--- src/rtl/seg_serial_if.sv ---
// seg_serial_if: request/pattern inputs and serial chain outputs of the segment serialiser
interface seg_serial_if;
    logic        update;
    logic [63:0] SEG_TXT;
    logic        flash;
    logic        seg_clk;
    logic        seg_sout;
    logic        SEG_PEN;
    logic        seg_clrn;
    logic        busy;
    logic        frame_done;
    modport master (
        input  update, SEG_TXT,
        output flash, seg_clk, seg_sout, SEG_PEN, seg_clrn, busy, frame_done
    );
    modport slave (
        output update, SEG_TXT,
        input  flash, seg_clk, seg_sout, SEG_PEN, seg_clrn, busy, frame_done
    );
endinterface

--- src/rtl/seg_serial_ctrl.sv ---
// seg_serial_ctrl: shifts a 64-bit segment pattern MSB first into an external chain,
// then latches it; frames come from update requests or a free-running refresh timer.
module seg_serial_ctrl #(
    parameter int DIV       = 2,
    parameter int REFRESH   = 1048576,
    parameter int FLASH_DIV = 25000000
) (
    input logic          clk,
    input logic          rst,
    seg_serial_if.master bus
);
    localparam int RW = $clog2(REFRESH + 1);
    localparam int FW = $clog2(FLASH_DIV + 1);
    localparam logic [RW-1:0] REF_MAX = RW'(REFRESH - 1);
    localparam logic [FW-1:0] FL_MAX  = FW'(FLASH_DIV - 1);
    localparam logic [8:0]    P_HALF  = 9'(DIV - 1);
    localparam logic [8:0]    P_END   = 9'(2 * DIV - 1);

    typedef enum logic [1:0] {IDLE, SHIFT, LATCH} state_t;

    state_t        r_state, w_state_nxt;
    logic [63:0]   r_shreg, w_shreg_nxt;
    logic [5:0]    r_bit, w_bit_nxt;
    logic [8:0]    r_phase, w_phase_nxt;
    logic          r_seg_clk, w_seg_clk_nxt;
    logic          r_sout, w_sout_nxt;
    logic          r_pen, w_pen_nxt;
    logic          r_done, w_done_nxt;
    logic          r_busy, w_busy_nxt;
    logic          r_pending, w_pending_nxt;
    logic [RW-1:0] r_refresh;
    logic [FW-1:0] r_flash_cnt;
    logic          r_flash;
    logic          r_clrn;
    logic          w_tick;
    logic          w_fwrap;

    assign w_tick  = (r_refresh == REF_MAX);
    assign w_fwrap = (r_flash_cnt == FL_MAX);

    always_comb begin
        w_state_nxt   = r_state;
        w_shreg_nxt   = r_shreg;
        w_bit_nxt     = r_bit;
        w_phase_nxt   = r_phase + 9'd1;
        w_seg_clk_nxt = r_seg_clk;
        w_sout_nxt    = r_sout;
        w_pen_nxt     = r_pen;
        w_done_nxt    = 1'b0;
        w_busy_nxt    = r_busy;
        // requests arriving mid-frame coalesce into a single follow-up frame
        w_pending_nxt = r_pending | bus.update | w_tick;
        case (r_state)
            IDLE: begin
                w_phase_nxt   = '0;
                w_pending_nxt = 1'b0;
                if (bus.update || r_pending || w_tick) begin
                    w_state_nxt   = SHIFT;
                    w_shreg_nxt   = bus.SEG_TXT;
                    w_bit_nxt     = '0;
                    w_seg_clk_nxt = 1'b0;
                    w_sout_nxt    = bus.SEG_TXT[63];
                    w_busy_nxt    = 1'b1;
                end
            end
            SHIFT: begin
                if (r_phase == P_HALF) w_seg_clk_nxt = 1'b1;
                if (r_phase == P_END) begin
                    w_phase_nxt   = '0;
                    w_seg_clk_nxt = 1'b0;
                    w_shreg_nxt   = {r_shreg[62:0], 1'b0};
                    w_bit_nxt     = r_bit + 6'd1;
                    if (r_bit == 6'd63) begin
                        w_state_nxt = LATCH;
                        w_pen_nxt   = 1'b1;
                    end else begin
                        w_sout_nxt = r_shreg[62];
                    end
                end
            end
            LATCH: begin
                if (r_phase == P_HALF) begin
                    w_state_nxt = IDLE;
                    w_phase_nxt = '0;
                    w_pen_nxt   = 1'b0;
                    w_done_nxt  = 1'b1;
                    w_busy_nxt  = 1'b0;
                end
            end
            default: w_state_nxt = IDLE;
        endcase
    end

    always_ff @(posedge clk) begin
        if (rst) begin
            r_state   <= IDLE;
            r_shreg   <= '0;
            r_bit     <= '0;
            r_phase   <= '0;
            r_seg_clk <= 1'b0;
            r_sout    <= 1'b0;
            r_pen     <= 1'b0;
            r_done    <= 1'b0;
            r_busy    <= 1'b0;
            r_pending <= 1'b0;
        end else begin
            r_state   <= w_state_nxt;
            r_shreg   <= w_shreg_nxt;
            r_bit     <= w_bit_nxt;
            r_phase   <= w_phase_nxt;
            r_seg_clk <= w_seg_clk_nxt;
            r_sout    <= w_sout_nxt;
            r_pen     <= w_pen_nxt;
            r_done    <= w_done_nxt;
            r_busy    <= w_busy_nxt;
            r_pending <= w_pending_nxt;
        end
    end

    always_ff @(posedge clk) begin
        if (rst) begin
            r_refresh   <= '0;
            r_flash_cnt <= '0;
            r_flash     <= 1'b0;
            r_clrn      <= 1'b0;
        end else begin
            r_refresh   <= w_tick ? '0 : r_refresh + RW'(1);
            r_flash_cnt <= w_fwrap ? '0 : r_flash_cnt + FW'(1);
            r_flash     <= r_flash ^ w_fwrap;
            r_clrn      <= 1'b1;
        end
    end

    assign bus.flash      = r_flash;
    assign bus.seg_clk    = r_seg_clk;
    assign bus.seg_sout   = r_sout;
    assign bus.SEG_PEN    = r_pen;
    assign bus.seg_clrn   = r_clrn;
    assign bus.busy       = r_busy;
    assign bus.frame_done = r_done;
endmodule

--- src/flat_wrapper.sv ---
// flat-port wrapper written by rule: the top's interface ports become plain ports
module seg_serial_ctrl_flat 
#(
    parameter int DIV       = 2,
    parameter int REFRESH   = 1048576,
    parameter int FLASH_DIV = 25000000
)
  (clk, rst, bus_update, bus_SEG_TXT, bus_flash, bus_seg_clk, bus_seg_sout, bus_SEG_PEN, bus_seg_clrn, bus_busy, bus_frame_done);
  seg_serial_if bus_i ();
  input logic clk;
  input logic rst;
  input wire logic [$bits(bus_i.update)-1:0] bus_update;
  input wire logic [$bits(bus_i.SEG_TXT)-1:0] bus_SEG_TXT;
  output wire logic [$bits(bus_i.flash)-1:0] bus_flash;
  output wire logic [$bits(bus_i.seg_clk)-1:0] bus_seg_clk;
  output wire logic [$bits(bus_i.seg_sout)-1:0] bus_seg_sout;
  output wire logic [$bits(bus_i.SEG_PEN)-1:0] bus_SEG_PEN;
  output wire logic [$bits(bus_i.seg_clrn)-1:0] bus_seg_clrn;
  output wire logic [$bits(bus_i.busy)-1:0] bus_busy;
  output wire logic [$bits(bus_i.frame_done)-1:0] bus_frame_done;
  assign bus_i.update = bus_update;
  assign bus_i.SEG_TXT = bus_SEG_TXT;
  assign bus_flash = bus_i.flash;
  assign bus_seg_clk = bus_i.seg_clk;
  assign bus_seg_sout = bus_i.seg_sout;
  assign bus_SEG_PEN = bus_i.SEG_PEN;
  assign bus_seg_clrn = bus_i.seg_clrn;
  assign bus_busy = bus_i.busy;
  assign bus_frame_done = bus_i.frame_done;
  seg_serial_ctrl #(.DIV(DIV), .REFRESH(REFRESH), .FLASH_DIV(FLASH_DIV)) u_core (.clk(clk), .rst(rst), .bus(bus_i));
endmodule
--- config.mk ---
export PLATFORM = sky130hd
export DESIGN_NAME = seg_serial_ctrl_flat
export DESIGN_NICKNAME = d
export VERILOG_FILES = /design/src/rtl/seg_serial_if.sv /design/src/rtl/seg_serial_ctrl.sv /design/src/flat_wrapper.sv
export SDC_FILE = /design/constraint.sdc
export NUM_CORES = 1
export LEC_CHECK = 0
export CORE_MARGIN = 2
export CORE_UTILIZATION = 45
export CTS_BUF_LIST = sky130_fd_sc_hd__clkbuf_2 sky130_fd_sc_hd__clkbuf_4 sky130_fd_sc_hd__clkbuf_8
export DETAILED_ROUTE_END_ITERATION = 10
export PLACE_DENSITY = 0.67
export SLEW_MARGIN = 40
export SYNTH_ARGS = -nofsm -noshare
export SYNTH_HDL_FRONTEND = slang
export SYNTH_SLANG_ARGS = --single-unit
export TNS_END_PERCENT = 30
--- constraint.sdc ---
create_clock -name clk -period 6.1 [get_ports clk]
set_input_delay 1.22 -clock clk [delete_from_list [all_inputs] [get_ports clk]]
set_output_delay 1.22 -clock clk [all_outputs]
set_load 0.005 [all_outputs]
==> impl_metrics.ini, run 1 <==
[yosys]
yosysSeqAreaShare_pct = 45.44
synth_area_leaders = dfxtp_1, mux2i_1, a211oi_1
synth_cell_types = 42
synth_edf_count = 0
synth_top_cell_area_share_pct = 45.44
synth_area_sq_um = 5903
ys_top_cells_by_count = dfxtp_1, nor2_1, a21oi_1
synth_cells = 641
ys_warn_count = 0
synth.avg_cell_area_sq_um = 9.209
ys_ff_latch = 134
ys.flop_type = dfxtp_1
async_reset_ff_share_pct = 0
syn-num-nets = 713
synth_most_common_cell = dfxtp_1
synth_top_area_cell = dfxtp_1

[power]
powerDensity_nw_per_um2 = 269.1
clock_power_share_pct = 37.2
vdd_ir_drop_max_mv = 0.1213
p_leak_nw = 2.656
switching_power_w = 0.0004597
combPwrFrac_pct = 12.6
sw_frac_of_total_pct = 24.08
p_int_w = 0.001449
seq_power_share_pct = 50.2

[detailed_routing]
route.vias.total = 4647
drt_wl_total_um = 12540
first_iter_violations = 370
first_pass_iters = 4
ant_nets = 0
wl_per_cell_um = 14.31
vias_per_cell = 5.305
drc = 0

[sta]
fin_tns_setup_ps = 0
fin_skew_ps = 7.333
setup_viol = 0
drv_slew = 0
finalCritPeriodShare_pct = 53.94
max-slew-margin-rel_pct = 50.51
post-route-min-period_ps = 3290
fmax_mhz = 303.9
tightestPinTransition_ps = 742.4
hold_viol_final = 0
grt_setup_unrepaired = false

[critical_path]
path_class = input pin to register
cp_max_fo = 70
rr_worst_depth = 8
r2r_slack_ps = 2960
cp.arrival_ps = 3560
worstReg2RegEnd = u_core.bus.seg_sout$_SDFFE_PP0P_
critical_path.startpoint_type = input pin
critical_path.endpoint_type = register
cp_data_required_time_ps = 6370
rr_startpoint = u_core.r_refresh[0]$_SDFF_PP0_

[hold_path]
hold_end = u_core.bus.SEG_PEN$_SDFFE_PP0P_
holdPathStages = 2
worstHoldPathType = register to register
holdCritStartpoint = u_core.bus.SEG_PEN$_SDFFE_PP0P_

[global_route]
grt_pass1_wl_um = 21590
overflow = 0
grt_pass1_vias = 4672
grt_start_max_net_pins = 71
grt_usage_pct = 18.68
antenna_found_initial = 0

[die]
die_area_sq_um = 14050
die_x_um = 118.5
start_util_pct = 46.40
ioPinCount = 74
fp.coreArea_sq_um = 12720
rows = 41
die_y_um = 118.5

[cts]
cts_made_buffers = 17
tritoncts = yes
cts_root_buf = clkbuf_8
htreeDepth = 4
clk_path_buf_depth = 2
cts_hold_buf = 0
cts_setup_buffers = 0
clk_pin_slew_ps = 70
clock-sinks = 134
worstSkewPairLatency_ps = 430
post_cts_resized = 0

[run]
drv_cap = 0

[finish]
final_cell_count_no_fill = 876
final_nets = 764
n_antenna_cell = 0
fin_util_pct = 55.74
synthToLayoutAreaGrowth_pct = 20.14
design_area_sq_um = 7092
final_layout_size_suffix_gt1_share_pct = 6.960

[placement]
io_buffers = 73
placed_area_sq_um = 6704
detailed_place_hpwl_um = 8030
dp_cells = 845
gp_routability_congestion = 0.7364

[outcome]
status = finished, final reports clean
-- final cells by class --
cell class | instances | area [sq um]
fillers | 1199 | 5630
flip-flops and latches | 134 | 2683
repair buffers | 79 | 803.3
clock inverters | 3 | 40.04
inverters | 12 | 45.04
well taps | 172 | 215.2
multi-input cells | 448 | 2958
clock buffers | 28 | 347.8
-- layer usage --
metal  part of all wire (%)  wire [um]  GRT usage [%]
met5                      0          0              0
met3                    5.0        624          6.708
met4                    1.8        220          7.217
met1                     47       5925          23.44
met2                     46       5767          29.27
-- stage by stage --
step           hold slack, ps  worst slack [ps]  total power [W]
6_report                468.2              2810         0.001909
3_3_place_gp            442.6              2394         0.001207
2_1_floorplan           429.6              3807         0.001136
4_1_cts                 469.4              2840         0.001936
5_1_grt                 473.5              2662         0.002004
3_5_place_dp            451.8              2352         0.001219
-- placed cells by master (no fill, tap or decap), types with 12 or more instances in the layout --
cell type        count
xor2_1              21
a211oi_1            64
inv_1               12
dfxtp_1            134
a21oi_1             67
clkbuf_8            22
xnor2_1             28
nor2_1              78
nand2_1             20
mux2i_1             62
nand3_1             26
clkdlybuf4s50_1     72
nor3_1              12
nand4_1             15
-- kinds of logic after synthesis --
family          after synthesis  share of synthesized area [%]
mux                          62                          10.51
fa+ha+maj                     5                          1.060
flops                       134                          45.44
compound gates              147                          15.96
simple gates                185                          15.09
xor+xnor                     49                          7.270
buf+inv                      59                          4.663
-- how the worst max path moves through the flow --
stage	from	endpoint	slack (ps)	cells past startpoint
after floorplan	bus_update	u_core.r_shreg[10]$_SDFFE_PP0P_	3810	7
after global placement	bus_update	u_core.r_bit[5]$_SDFFE_PP0P_	2390	8
after detailed placement	bus_update	u_core.bus.seg_sout$_SDFFE_PP0P_	2350	8
after CTS	bus_update	u_core.bus.seg_sout$_SDFFE_PP0P_	2840	8
after global routing	bus_update	u_core.r_shreg[5]$_SDFFE_PP0P_	2660	8
final	bus_update	u_core.bus.seg_sout$_SDFFE_PP0P_	2810	8
-- sequential cells by signal, summed over array words and instances, names as in the netlist --
name / cells
u_core.r_shreg: 63
u_core.r_flash_cnt: 25
u_core.r_refresh: 21
u_core.r_phase: 9
u_core.r_bit: 6
u_core.r_state: 2
u_core.bus.SEG_PEN: 1
u_core.bus.busy: 1
u_core.bus.flash: 1
u_core.bus.frame_done: 1
u_core.bus.seg_clk: 1
u_core.bus.seg_clrn: 1
u_core.bus.seg_sout: 1
u_core.r_pending: 1
-- worst max-delay path, cell delays in order --
cell and delay (ps):
clkdlybuf4s50_1 480, nor2_1 50, a21oi_1 130, a21o_2 100, buf_4 530, and2_2 250
buf_4 580, a311oi_1 190
-- power by group through the flow --
stage | registers (W) | clock network [W] | logic, W
after CTS | 0.000958 | 0.000736 | 0.000243
after global placement | 0.000976 | 0 | 0.000232
after global routing | 0.000964 | 0.000773 | 0.000267
after detailed placement | 0.000978 | 0 | 0.000241
after floorplan | 0.000969 | 0 | 0.000167
final | 0.000959 | 0.000710 | 0.000240
(Power assumes the default switching activity.)
==> inputs of run 2 (changes only) <==
--- a/config.mk
+++ b/config.mk
@@ -9,7 +9,7 @@
 export CORE_UTILIZATION = 45
 export CTS_BUF_LIST = sky130_fd_sc_hd__clkbuf_2 sky130_fd_sc_hd__clkbuf_4 sky130_fd_sc_hd__clkbuf_8
 export DETAILED_ROUTE_END_ITERATION = 10
-export PLACE_DENSITY = 0.67
+export PLACE_DENSITY = 0.69
 export SLEW_MARGIN = 40
 export SYNTH_ARGS = -nofsm -noshare
 export SYNTH_HDL_FRONTEND = slang
==> constraint.sdc (replaced) <==
create_clock -name clk -period 2.7 [get_ports clk]
set_input_delay 0.54 -clock clk [delete_from_list [all_inputs] [get_ports clk]]
set_output_delay 0.54 -clock clk [all_outputs]
set_load 0.005 [all_outputs]
==> impl_metrics.ini, run 2 (synthesized netlist as in run 1, its figures left out) <==
[power]
combPwrFrac_pct = 12.8
power.total_w = 0.004319
seq_power_share_pct = 50.2
switching_power_w = 0.001101
clock_power_share_pct = 37.1
vdd_ir_drop_max_mv = 0.3391
p_int_w = 0.003219
powerDensity_nw_per_um2 = 606.6
sw_frac_of_total_pct = 25.48
p_leak_nw = 2.668

[cts]
tritoncts = yes
post_cts_resized = 0
clk_path_buf_depth = 2
clock-sinks = 134
clk_pin_slew_ps = 70
worstSkewPairLatency_ps = 450
cts_hold_buf = 0
htreeDepth = 4
cts_made_buffers = 17
cts_root_buf = clkbuf_8
cts_setup_buffers = 0

[finish]
top_register = u_core.r_shreg
final_nets = 771
synthToLayoutAreaGrowth_pct = 20.62
final_cell_mix = dfxtp_1, nor2_1, clkdlybuf4s50_1, a21oi_1, a211oi_1
fillers = 1188
reg.largest.list = u_core.r_shreg (63), u_core.r_flash_cnt (25), u_core.r_refresh (21)
final_common_cell = dfxtp_1
final_layout_size_suffix_gt1_share_pct = 7.865
n_antenna_cell = 0
largest_reg_flops = 63

[detailed_routing]
vias_per_cell = 5.449
wl_per_cell_um = 14.83
first_iter_violations = 411
route.vias.total = 4817
ant_nets = 0
first_pass_iters = 4
drc = 0
drt_wl_total_um = 13110

[sta]
tightestPinTransition_ps = 717.0
fin_tns_setup_ps = 0
finalCritPeriodShare_pct = 83.90
drv_slew = 0
fmax_mhz = 441.4
max-slew-margin-rel_pct = 51.76
timing.final.ws_setup_ps = 434.7
fin_skew_ps = 9.313
setup_viol = 0
grt_setup_unrepaired = false
post-route-min-period_ps = 2265
hold_viol_final = 0

[critical_path]
critical_path.endpoint_type = register
critical-path-slowest-cell = buf_4
cp_max_fo = 44
path_class = register to register
cp_data_required_time_ps = 3060
critical_path.startpoint_type = register
max_stage_delay_ps = 400
cp.arrival_ps = 2630
cp_cell_sequence = ha_1 > nand4_1 > nor3_1 > a21o_2 > buf_4 > a21oi_1 > a211oi_1

[global_route]
grt_util_met3_pct = 6.612
antenna_found_initial = 0
use_met2_pct = 29.35
busiest_layer = met2
grt_usage_pct = 19.39
grt_use_met1_pct = 25.08
overflow = 0
grt_start_max_net_pins = 45
grt_pass1_wl_um = 22490
grt_pass1_vias = 4744

[placement]
gp_routability_congestion = 0.7909
io_buffers = 73
pre_cts_ws_ps = 413.5
detailed_place_hpwl_um = 8616

[die]
die_y_um = 118.5
ioPinCount = 74
die_area_sq_um = 14050
die_x_um = 118.5
start_util_pct = 46.40
rows = 41
fp.coreArea_sq_um = 12720

[run]
drv_cap = 0

[outcome]
status = finished, final reports clean

[hold_path]
worstHoldPathType = input pin to register
-- run 2: final timing paths --
kind                                                       from                               to  slack, ps  cells past startpoint
worst max-delay path             u_core.r_refresh[0]$_SDFF_PP0_  u_core.r_shreg[17]$_SDFFE_PP0P_        430                      7
worst min-delay path                                        rst  u_core.r_refresh[18]$_SDFF_PP0_        400                      2
worst max register to register   u_core.r_refresh[0]$_SDFF_PP0_  u_core.r_shreg[17]$_SDFFE_PP0P_        430                      7
worst min register to register  u_core.r_refresh[20]$_SDFF_PP0_  u_core.r_refresh[20]$_SDFF_PP0_        460                      2
-- run 2: layer usage --
layer	up-vias	share of wire, %
met5	-	0
met4	0	1.7
met3	25	5.8
met2	111	46
met1	2256	46
li1	2425	-
-- run 2: final cells by class --
| type | instances | area [sq um] | area share, % |
|---|---|---|---|
| Multi-Input combinational cell | 448 | 2958 | 41.54 |
| Sequential cell | 134 | 2683 | 37.67 |
| Timing Repair Buffer | 86 | 835.8 | 11.74 |
| Clock buffer | 24 | 311.5 | 4.375 |
| Tap cell | 172 | 215.2 | 3.022 |
| Clock inverter | 8 | 72.57 | 1.019 |
| Inverter | 12 | 45.04 | 0.6326 |
-- run 2: power by group through the flow --
stage / Combinational [W] / Sequential, W / Clock (W)
after CTS: 0.000554 / 0.00217 / 0.00164
final: 0.000552 / 0.00217 / 0.00160
after detailed placement: 0.000551 / 0.00221 / 0
after global routing: 0.000612 / 0.00218 / 0.00172
after global placement: 0.000537 / 0.00220 / 0
after floorplan: 0.000377 / 0.00219 / 0
-- run 2: metrics by stage --
| step | hold WS, ps | area (sq um) | utilization [%] | instances |
|---|---|---|---|---|
| finish | 402.8 | 7121 | 55.97 | 884 |
| global route | 414.7 | 7121 | 55.97 | 884 |
| CTS | 381.8 | 7121 | 55.97 | 884 |
| detailed placement | 454.2 | 6736 | 52.95 | 852 |
| global placement | 442.9 | 6736 | 52.95 | 852 |
| floorplan | 429.6 | 5903 | - | 641 |
-- run 2: worst max-delay path, delay by kind of cell, from the launching register on --
family          cells  cell delay (ps)
buf+inv             1              400
flops               1              370
simple gates        2              590
compound gates      3              590
fa+ha+maj           1              220
==> inputs of run 3 (changes only) <==
--- a/config.mk
+++ b/config.mk
@@ -9,7 +9,7 @@
 export CORE_UTILIZATION = 45
 export CTS_BUF_LIST = sky130_fd_sc_hd__clkbuf_2 sky130_fd_sc_hd__clkbuf_4 sky130_fd_sc_hd__clkbuf_8
 export DETAILED_ROUTE_END_ITERATION = 10
-export PLACE_DENSITY = 0.69
+export PLACE_DENSITY = 0.67
 export SLEW_MARGIN = 40
 export SYNTH_ARGS = -nofsm -noshare
 export SYNTH_HDL_FRONTEND = slang
==> constraint.sdc (replaced) <==
create_clock -name clk -period 2.3 [get_ports clk]
set_input_delay 0.46 -clock clk [delete_from_list [all_inputs] [get_ports clk]]
set_output_delay 0.46 -clock clk [all_outputs]
set_load 0.005 [all_outputs]
==> impl_metrics.ini, run 3 (synthesized netlist as in run 1, its figures left out) <==
[die]
die_y_um = 118.5
fp.coreArea_sq_um = 12720
ioPinCount = 74
die_area_sq_um = 14050
start_util_pct = 46.40
die_x_um = 118.5
rows = 41

[critical_path]
critical_path.startpoint_type = register
cp.arrival_ps = 2400
cp_cell_sequence = or4_1 > or4_1 > nor4_2 > or2_1 > buf_12 > nor2_1
path_class = register to register
cp.buffers_inverters = 1
cp_data_required_time_ps = 2630
critical_path.startpoint = u_core.r_flash_cnt[15]$_SDFF_PP0_
path_delay_family = simple AND/OR/NAND/NOR gates
rr_startpoint = u_core.r_flash_cnt[15]$_SDFF_PP0_
crit_top_cell = or4_1
cp_max_fo = 25
critical-path-slowest-cell = or4_1
max_stage_delay_ps = 510
critical_path.endpoint_type = register

[global_route]
overflow = 0
antenna_found_initial = 1
grt_pass1_wl_um = 22180
grt_pass1_vias = 4679
grt_usage_pct = 19.00
grt_start_max_net_pins = 45

[placement]
io_buffers = 73
detailed_place_hpwl_um = 8556
gp_routability_congestion = 0.8099
dp_cells = 857

[cts]
tritoncts = yes
clk_pin_slew_ps = 70
cts_root_buf = clkbuf_8
cts_made_buffers = 17
clk_path_buf_depth = 2
cts_setup_buffers = 0
cts_hold_buf = 0
htreeDepth = 4
post_cts_resized = 0
clock-sinks = 134
worstSkewPairLatency_ps = 450

[sta]
tightestPinTransition_ps = 707.4
fin_skew_ps = 13.89
fmax_mhz = 484.6
hold_viol_final = 0
max-slew-margin-rel_pct = 52.40
timing.hold.ws_ps = 432.5
fin_tns_setup_ps = 0
finalCritPeriodShare_pct = 89.73
setup_viol = 0
grt_setup_unrepaired = false
drv_slew = 0
post-route-min-period_ps = 2064

[detailed_routing]
met3WireLength_um = 644
route.vias.total = 4817
topRoutingLayerUsed = met4
vias_per_cell = 5.418
first_pass_iters = 4
first_iter_violations = 326
wl_per_cell_um = 14.59
met2_length_um = 5940
drt_wl_total_um = 12970
wl_met1_um = 6191
drc = 0
ant_nets = 0

[power]
p_leak_nw = 2.695
powerDensity_nw_per_um2 = 710.7
vdd_ir_drop_max_mv = 0.3231

[finish]
final_layout_size_suffix_gt1_share_pct = 8.508
synthToLayoutAreaGrowth_pct = 21.83
reg.largest.list = u_core.r_shreg (63), u_core.r_flash_cnt (25), u_core.r_refresh (21)
final_common_cell = dfxtp_1
top_register = u_core.r_shreg
n_antenna_cell = 0
final_cell_mix = dfxtp_1, nor2_1, clkdlybuf4s50_1, a21oi_1, a211oi_1
final_nets = 776
final_cell_count_no_fill = 889
largest_reg_flops = 63

[hold_path]
worstHoldPathType = input pin to register
holdCritStartpoint = rst

[run]
drv_cap = 0

[outcome]
status = finished, final reports clean
run 3: changes by cell type in the layout (fill, tap and decap cells not counted):
cell,change
buf_12,+2
clkbuf_8,-2
clkinvlp_4,+2
clkinv_2,+1
clkbuf_4,-3
clkinv_4,+1
bufinv_16,+1
buf_4,+3
run 3: cell type report:
| type | instances | area, sq um |
|---|---|---|
| tap | 172 | 215.2 |
| inverter | 12 | 45.04 |
| timing repair buffer | 91 | 898.4 |
| multi-input combinational | 448 | 2958 |
| fill | 1171 | 5530 |
| clock buffer | 19 | 261.5 |
| sequential | 134 | 2683 |
| clock inverter | 13 | 131.4 |
run 3: path summary, 6_finish.rpt:
kind                                  endpoint  slack (ps)  cells past startpoint
max reg2reg  u_core.r_flash_cnt[12]$_SDFF_PP0_         240                      6
min             u_core.r_state[1]$_SDFFE_PP0P_         430                      2
min reg2reg    u_core.r_refresh[20]$_SDFF_PP0_         470                      2
max          u_core.r_flash_cnt[12]$_SDFF_PP0_         240                      6
run 3: per-layer routing:
metal  GRT usage (%)  up-vias
li1                -     2440
met1           25.71     2262
met2           28.52       99
met3           5.357       16
met4           7.589        0
met5               0        -
run 3: per-stage QoR:
stage	cell area [sq um]	util [%]	setup WS [ps]	total power, W
floorplan	5903	-	283.0	0.003013
global placement	6799	53.44	206.2	0.003231
detailed placement	6799	53.44	132.7	0.003247
CTS	7192	56.53	224.0	0.005172
global route	7192	56.53	63.82	0.005370
finish	7192	56.53	236.2	0.005112
run 3: power breakdown:
part           internal, W  switching (W)  leakage (nW)
logic             0.000329       0.000326          1.41
clock network      0.00101       0.000906         0.189
registers          0.00246      0.0000810          1.10
total              0.00380        0.00131          2.70
